--- src/rtl/inst_sequencer.sv ---
// Program-memory instruction sequencer: issues stored words over valid/ready in run, step or loop mode.
// Latency: start -> FETCH -> ISSUE, one word per 2 cycles plus GAP_CYCLES; stalls in ISSUE while inst_rdy_i is low.
module inst_sequencer #(
    parameter int INST_W     = 8,
    parameter int ADDR_W     = 8,
    parameter int GAP_CYCLES = 0,
    parameter int WRAP_W     = 8
) (
    input  logic              clk_i,
    input  logic              rst_i,
    input  logic              wr_en_i,
    input  logic [ADDR_W-1:0] wr_addr_i,
    input  logic [INST_W-1:0] wr_data_i,
    input  logic [ADDR_W:0]   len_i,
    input  logic [1:0]        mode_i,
    input  logic              start_i,
    input  logic              step_i,
    input  logic              abort_i,
    output logic [INST_W-1:0] inst_wd_o,
    output logic              inst_vld_o,
    input  logic              inst_rdy_i,
    output logic [ADDR_W-1:0] pc_o,
    output logic              busy_o,
    output logic              done_o,
    output logic [WRAP_W-1:0] wraps_o
);

    typedef enum logic [2:0] {
        S_IDLE, S_FETCH, S_ISSUE, S_GAP, S_WAIT_STEP, S_DONE
    } state_t;

    localparam int GW = $clog2(GAP_CYCLES + 2);
    localparam logic [GW-1:0]   GAP_LOAD = GW'((GAP_CYCLES > 0) ? GAP_CYCLES - 1 : 0);
    localparam logic [ADDR_W:0] LEN_MAX  = {1'b1, {ADDR_W{1'b0}}};

    logic [INST_W-1:0] mem [2**ADDR_W];

    state_t            state_q, state_d;
    logic [ADDR_W-1:0] pc_q, pc_d;
    logic [WRAP_W-1:0] wraps_q, wraps_d;
    logic              done_q, done_d;
    logic              vld_q, vld_d;
    logic [ADDR_W:0]   len_q, len_d;
    logic              step_mode_q, step_mode_d;
    logic              loop_mode_q, loop_mode_d;
    logic [GW-1:0]     gap_q, gap_d;
    logic [INST_W-1:0] wd_q;

    logic   busy;
    logic   last;
    state_t after_issue;

    assign busy = (state_q != S_IDLE) && (state_q != S_DONE);
    assign last = (({1'b0, pc_q} + (ADDR_W+1)'(1)) == len_q);

    always_comb begin
        if (GAP_CYCLES > 0) begin
            after_issue = S_GAP;
        end else if (step_mode_q) begin
            after_issue = S_WAIT_STEP;
        end else begin
            after_issue = S_FETCH;
        end
    end

    always_comb begin
        state_d     = state_q;
        pc_d        = pc_q;
        wraps_d     = wraps_q;
        done_d      = done_q;
        vld_d       = vld_q;
        len_d       = len_q;
        step_mode_d = step_mode_q;
        loop_mode_d = loop_mode_q;
        gap_d       = gap_q;

        case (state_q)
            S_IDLE, S_DONE: begin
                if (start_i && !abort_i) begin
                    len_d       = (len_i > LEN_MAX) ? LEN_MAX : len_i;
                    step_mode_d = (mode_i == 2'b01);
                    loop_mode_d = (mode_i == 2'b10);
                    if (len_i == '0) begin
                        state_d = S_DONE;
                        done_d  = 1'b1;
                    end else begin
                        state_d = S_FETCH;
                        pc_d    = '0;
                        done_d  = 1'b0;
                        wraps_d = '0;
                    end
                end
            end
            S_FETCH: begin
                state_d = S_ISSUE;
                vld_d   = 1'b1;
            end
            S_ISSUE: begin
                if (vld_q && inst_rdy_i) begin
                    vld_d   = 1'b0;
                    gap_d   = GAP_LOAD;
                    state_d = after_issue;
                    if (last && loop_mode_q) begin
                        pc_d = '0;
                        if (wraps_q != '1) begin
                            wraps_d = wraps_q + WRAP_W'(1);
                        end
                    end else if (last) begin
                        state_d = S_DONE;
                        done_d  = 1'b1;
                    end else begin
                        pc_d = pc_q + ADDR_W'(1);
                    end
                end
            end
            S_GAP: begin
                if (gap_q == '0) begin
                    state_d = step_mode_q ? S_WAIT_STEP : S_FETCH;
                end else begin
                    gap_d = gap_q - GW'(1);
                end
            end
            S_WAIT_STEP: begin
                if (step_i) begin
                    state_d = S_FETCH;
                end
            end
            default: state_d = S_IDLE;
        endcase

        // abort still lets a coincident handshake advance pc/wraps above
        if (abort_i) begin
            state_d = S_IDLE;
            vld_d   = 1'b0;
            done_d  = 1'b0;
        end
    end

    always_ff @(posedge clk_i) begin
        if (rst_i) begin
            state_q     <= S_IDLE;
            pc_q        <= '0;
            wraps_q     <= '0;
            done_q      <= 1'b0;
            vld_q       <= 1'b0;
            len_q       <= '0;
            step_mode_q <= 1'b0;
            loop_mode_q <= 1'b0;
            gap_q       <= '0;
            wd_q        <= '0;
        end else begin
            state_q     <= state_d;
            pc_q        <= pc_d;
            wraps_q     <= wraps_d;
            done_q      <= done_d;
            vld_q       <= vld_d;
            len_q       <= len_d;
            step_mode_q <= step_mode_d;
            loop_mode_q <= loop_mode_d;
            gap_q       <= gap_d;
            if (state_q == S_FETCH) begin
                wd_q <= mem[pc_q];
            end
        end
    end

    always_ff @(posedge clk_i) begin
        if (wr_en_i && !busy && !rst_i) begin
            mem[wr_addr_i] <= wr_data_i;
        end
    end

    assign inst_wd_o  = wd_q;
    assign inst_vld_o = vld_q;
    assign pc_o       = pc_q;
    assign busy_o     = busy;
    assign done_o     = done_q;
    assign wraps_o    = wraps_q;

endmodule

--- config.mk ---
export PLATFORM = sky130hd
export DESIGN_NAME = inst_sequencer
export DESIGN_NICKNAME = d
export VERILOG_FILES = /design/src/rtl/inst_sequencer.sv
export SDC_FILE = /design/constraint.sdc
export NUM_CORES = 2
export LEC_CHECK = 0
export BUFFER_PORTS_ARGS = -buffer_cell sky130_fd_sc_hd__buf_2
export CORE_UTILIZATION = 50
export CTS_CLUSTER_SIZE = 30
export DETAILED_ROUTE_END_ITERATION = 8
export GPL_TIMING_DRIVEN = 1
export PLACE_DENSITY = 0.67
export SLEW_MARGIN = 20
export SYNTH_ARGS = -nofsm -noshare
export SYNTH_HDL_FRONTEND = slang
export SYNTH_SLANG_ARGS = --single-unit
--- constraint.sdc ---
create_clock -name clk_i -period 3.05 [get_ports clk_i]
set_input_delay 0.4575 -clock clk_i [delete_from_list [all_inputs] [get_ports clk_i]]
set_output_delay 0.4575 -clock clk_i [all_outputs]
set_load 0.05 [all_outputs]
# ---- Word level (Yosys, flattened, before mapping)
# Memory sizes are Yosys's and may differ from the RTL's. A register that Yosys moved wholly into a read port is not among the register bits.
# Index checks and enable logic that the tools add are counted.
dict set report op_classes {
  mux 32
  reduce_logical 24
  n_eq_ne 20
  magnitude_cmp 1
  add_sub_neg 4
}
# cell n
set ops {}
lappend ops {{8-bit two-way mux} 8}
lappend ops {{8-bit one-hot mux with 2 select lines} 2}
lappend ops {{3-bit two-way mux} 8}
lappend ops {{2-bit != test, second input constant} 9}
lappend ops {{8-bit by 1-bit adder with 8-bit output, second input constant} 2}
lappend ops {{3-bit one-hot mux with 5 select lines} 1}
lappend ops {{5-bit AND reduction} 2}
lappend ops {{8-bit by 1-bit adder with 9-bit output, second input constant} 1}
lappend ops {{9-bit == test} 1}
lappend ops {{9-bit greater-than comparator, second input constant} 1}
lappend ops {{9-bit zero test} 1}
lappend ops {{1-bit two-way mux} 9}
lappend ops {{9-bit two-way mux} 1}
lappend ops {{8-bit != test, second input constant} 1}
lappend ops {{3-bit by 2-bit == test with 1-bit output, second input constant} 2}
lappend ops {{3-bit == test, second input constant} 2}
lappend ops {{1-bit logical AND} 6}
lappend ops {{3-bit != test, second input constant} 2}
lappend ops {{1-bit one-hot mux with 2 select lines} 3}
lappend ops {{2-bit AND reduction} 3}
lappend ops {{6-bit AND reduction} 1}
lappend ops {{2-bit nonzero test} 3}
lappend ops {{4-bit AND reduction} 1}
lappend ops {{2-bit OR reduction} 2}
lappend ops {{7 further kinds} 9}
dict set report totals {
  ram_bits 2048
  regBits 33
  wordCells 91
  n_memories 1
  inputBits 34
  output_inout_bits 27
}
# name depth word_bits rd rd_ports_with_merged_regs wr line_no
set memory_table {}
lappend memory_table {mem 256 8 1 1 1 36} ;# logic [INST_W-1:0] mem [2**ADDR_W];

# ---- Longest topological paths before layout
dict set report logic_depth {
  depth_word 7
  ltp_mapped 12
  ltp_nobuf 8
}

# ---- Worst setup path before layout
# No wires, ideal clock.
dict set report synth_timing {
  kind {register to register}
  start {reg state_q[2]}
  end {mem mem[200][0] (enable)}
  setup_ps 370
  stages_incl_launch_ff 9
  arrival_ps 2526
  required_ps 2680
  slack_ps 153
  path_buffers 2
  synth_period_minus_slack_ps 2897
  cell_sequence {dfxtp_1 -> clkbuf_1 -> or2_1 -> a21o_1 -> nor3b_1 -> nor3b_2 -> nand3_1 -> clkbuf_1 -> nor2_1}
}
dict set report synth_via {
  elab_chain_cells 7
  elab_cells_between_ends 8
  classes_between {1 x eq/ne; 2 x mux; 5 x reduce/logical}
}
# item line_no
set synth_rtl {}
lappend synth_rtl {{from (decl)} 38} ;# state_t state_q, state_d;
lappend synth_rtl {{from (signal assigned)} 152} ;# state_q <= state_d;
lappend synth_rtl {{3-bit != test / 3-bit nonzero test (equally long branches)} 53} ;# assign busy = (state_q != S_IDLE) && (state_q != S_DONE);
lappend synth_rtl {{1-bit logical AND (*)} 53}
lappend synth_rtl {{named net busy_o} 23} ;# output logic busy_o,
lappend synth_rtl {{1-bit zero test (*)} 168} ;# if (wr_en_i && !busy && !rst_i) begin
lappend synth_rtl {{1-bit logical AND (*) (2 in a row)} 168}
lappend synth_rtl {{1-bit two-way mux (*)} 168}
lappend synth_rtl {{1-bit two-way mux (implied by the code) (*)} 169} ;# mem[wr_addr_i] <= wr_data_i;
lappend synth_rtl {{to (decl)} 36}
# The timed path passes the listed nets; every way through them passes the cells marked *.

==> flow_metrics.py <==
metrics = {
    "sta": {
        "tns_ps": -99.2,
        "relSlewSlack": 0.436,
        "finalHoldViolCount": 0,
        "period_needed_ps": 3130,
        "finalCritPeriodShare": 1.03,
        "finalSetupViolations": 2,
        "worst_slew_pin_slew_ps": 846,
        "fin_skew_ps": 42.3,
        "fmax_ghz": 0.320,
        "rsz0062_at_grt": "true",
        "fin_ws_ps": -76.3,
        "drv_slew": 0,
    },
    "cts": {
        "cts-htree-levels": 4,
        "clock_latency_ps": 860,
        "cts_buffers": 203,
        "cts_tree": "built",
        "cts_sinks": 2088,
        "cts-root-buf": "clkbuf_16",
        "cts_buffer_depth": 3,
        "clkTransAtPathRegs_ps": 60,
    },
    "detailed_routing": {
        "antenna_left": 0,
        "wirelength_mm": 206,
        "wire_per_inst_um": 28.9,
        "viasPerCell": 6.10,
        "drt_iter0_drc": 5238,
        "drt-pass1-iter-count": 6,
        "via_count": 43500,
        "drc": 0,
    },
    "placed_design": {
        "hpwl_mm": 131,
        "place_ws_ps": -149,
        "place.port_buffers": 60,
        "gp_congestion": 0.912,
    },
    "yosys": {
        "synthCells": 4108,
        "seq_area_frac_synth": 0.762,
        "yosys-top-cells-count": "edfxtp_1 (2048), mux4_2 (420), nor2_1 (345)",
        "synth_top_area_cell": "edfxtp_1",
        "synth_edf_count": 2048,
        "synth_fp_nets": 4144,
        "synth_top_cell_area_share": 0.752,
        "synthMostInstantiatedCell": "edfxtp_1",
        "ys_async_sr_fraction": 0,
        "synth_warnings": 0,
        "yosysUniqueCellTypes": 67,
        "ys_ff_latch": 2088,
        "ys_top_cells_by_area": "edfxtp_1 (75%), mux4_2 (12%), mux2i_1 (2.9%), nor2_1 (1.6%), dfxtp_1 (0.98%)",
        "mappedNetlistArea_um2": 81700,
        "avgSynthCellArea_um2": 19.9,
        "synth_ff_type": "edfxtp_1",
    },
    "floorplan": {
        "placementRows": 148,
        "die_w_um": 406,
        "ios": 61,
        "die_area_um2": 165000,
        "die_y_um": 406,
        "initial_core_util": 0.503,
        "core_area_um2": 163000,
    },
    "worst_setup_path": {
        "worstPathArrival_ps": 3860,
        "critPathKind": "reg -> reg",
        "critPathCaptureType": "flip-flop",
        "crit_path_cell_trace": "buf_4, clkbuf_16, buf_4, bufbuf_16, mux4_2, mux2i_1, o21ai_0, nand2_1, nor3_1, buf_4, a211o_1",
        "critPathMostFrequentCell": "buf_4",
        "critPathSlowestCell": "mux4_2",
        "worst_ep_required_time_ps": 3790,
        "start_kind": "flip-flop",
        "cp_num_buf_inv": 5,
        "path_delay_family": "buffers and inverters",
        "slowest_delay_ps": 500,
        "path_max_fanout": 10,
    },
    "pwr": {
        "leakagePower_nw": 30.3,
        "ir_worst_vdd_mv": 0.634,
        "power_w": 0.0571,
        "cellPowerDensity_nw_per_um2": 593,
    },
    "final_layout": {
        "layout-drive-gt1-share": 0.292,
        "fin_util": 0.591,
        "area_delta_synth_final_pct": 17.7,
        "nNetsFinal": 4826,
    },
    "job": {
        "max-cap-violations": 0,
    },
    "global_route": {
        "gr-total-overflow": 0,
        "grt_max_degree": 109,
        "grt_pass1_vias": 43000,
        "grt_antenna_before_repair": 16,
        "grt_pass1_wl_mm": 298,
        "grt_use_total": 0.252,
    },
    "outcome": {
        "violations": "setup timing",
        "status": "finished with violations",
    },
    "worst_hold_path": {
        "hold_path.class": "in -> reg",
    },
}
[metrics by stage]
| step | cells | area [um2] | hold WS, ps |
|---|---|---|---|
| global placement | 6722 | 89000 | 451 |
| floorplan | 4108 | 81700 | 432 |
| CTS | 7116 | 95800 | 6.40 |
| global route | 7136 | 96200 | 52.2 |
| detailed placement | 6722 | 89000 | 467 |
| finish | 7139 | 96200 | 58.6 |
[placed cells by master, fill, tap and decap left out, types with 36 or more instances in the layout]
master	instances
nand3_1	45
o221ai_1	51
buf_12	68
mux2i_1	239
o22ai_1	107
clkbuf_16	209
a21oi_1	63
o21ai_0	64
edfxtp_1	2048
nor2_1	345
nand2_1	100
clkinv_1	50
buf_4	554
clkbuf_1	43
buf_2	52
mux4_2	420
a211oi_1	45
dfxtp_1	36
[metal layers]
| metal | routed length (um) | GRT usage |
|---|---|---|
| met5 | 22 | 0 |
| met4 | 6220 | 0.0813 |
| met3 | 20600 | 0.0507 |
| met2 | 97100 | 0.392 |
| met1 | 82300 | 0.361 |
[worst register-to-register path: stages, from the launching register on]
cell and delay, ps:
dfxtp_4 460, buf_4 180, clkbuf_16 150, buf_4 140, bufbuf_16 310, mux4_2 510
mux2i_1 250, o21ai_0 210, nand2_1 280, nor3_1 150, buf_4 160, a211o_1 210
[final timing paths]
path                                             from                         to  slack, ps  depth (start not counted)
worst max-delay path             pc_o[0]$_SDFFE_PP0P_  inst_wd_o[0]$_SDFFE_PP0P_        -80                         11
worst min-delay path                     wr_data_i[4]       mem[87][4]$_DFFE_PP_         60                          1
worst max register to register   pc_o[0]$_SDFFE_PP0P_  inst_wd_o[0]$_SDFFE_PP0P_        -80                         11
worst min register to register  len_q[6]$_SDFFE_PP0P_      len_q[6]$_SDFFE_PP0P_        480                          2
[cell families (layout without fill, tap and decap cells)]
kind of cell / count (synthesis) / after routing / share of synthesized area
flops: 2088 / 2088 / 0.762
xor+xnor: 8 / 8 / 0.000949
simple gates: 661 / 661 / 0.0368
fa+ha+maj: 2 / 2 / 0.000306
buf+inv: 248 / 1098 / 0.0174
mux: 673 / 673 / 0.147
compound gates: 428 / 428 / 0.0354
other cells: 0 / 6 / 0
[power breakdown]
| part | switching (W) | internal (W) | leakage, nW |
|---|---|---|---|
| Sequential | 0.0000244 | 0.0315 | 18.7 |
| Clock | 0.0108 | 0.0139 | 3.16 |
| Combinational | 0.000701 | 0.000168 | 8.38 |
[registers in the layout, indices dropped and copies added (netlist names)]
signal,flops
mem,2048
len_q,9
inst_wd_o,8
pc_o,8
wraps_o,8
state_q,3
done_o,1
inst_vld_o,1
loop_mode_q,1
step_mode_q,1
[cell type report]
type	instances	area [um2]
multi-input cells	1772	18100
diodes	6	15.0
clock inverters	125	1260
inverters	10	42.5
repair buffers	715	6420
fillers	11800	66400
clock buffers	248	5290
flip-flops and latches	2088	62300
well taps	2175	2720
[timing repair]
action,CTS,global route
gates cloned,1,4
hold endpoints to repair,15,0
resized for setup,14,22
endpoints found under the setup margin,8,10
hold buffers,19,0
buffers inserted,1,14
pin swaps,2,6
(Power assumes the default switching activity.)
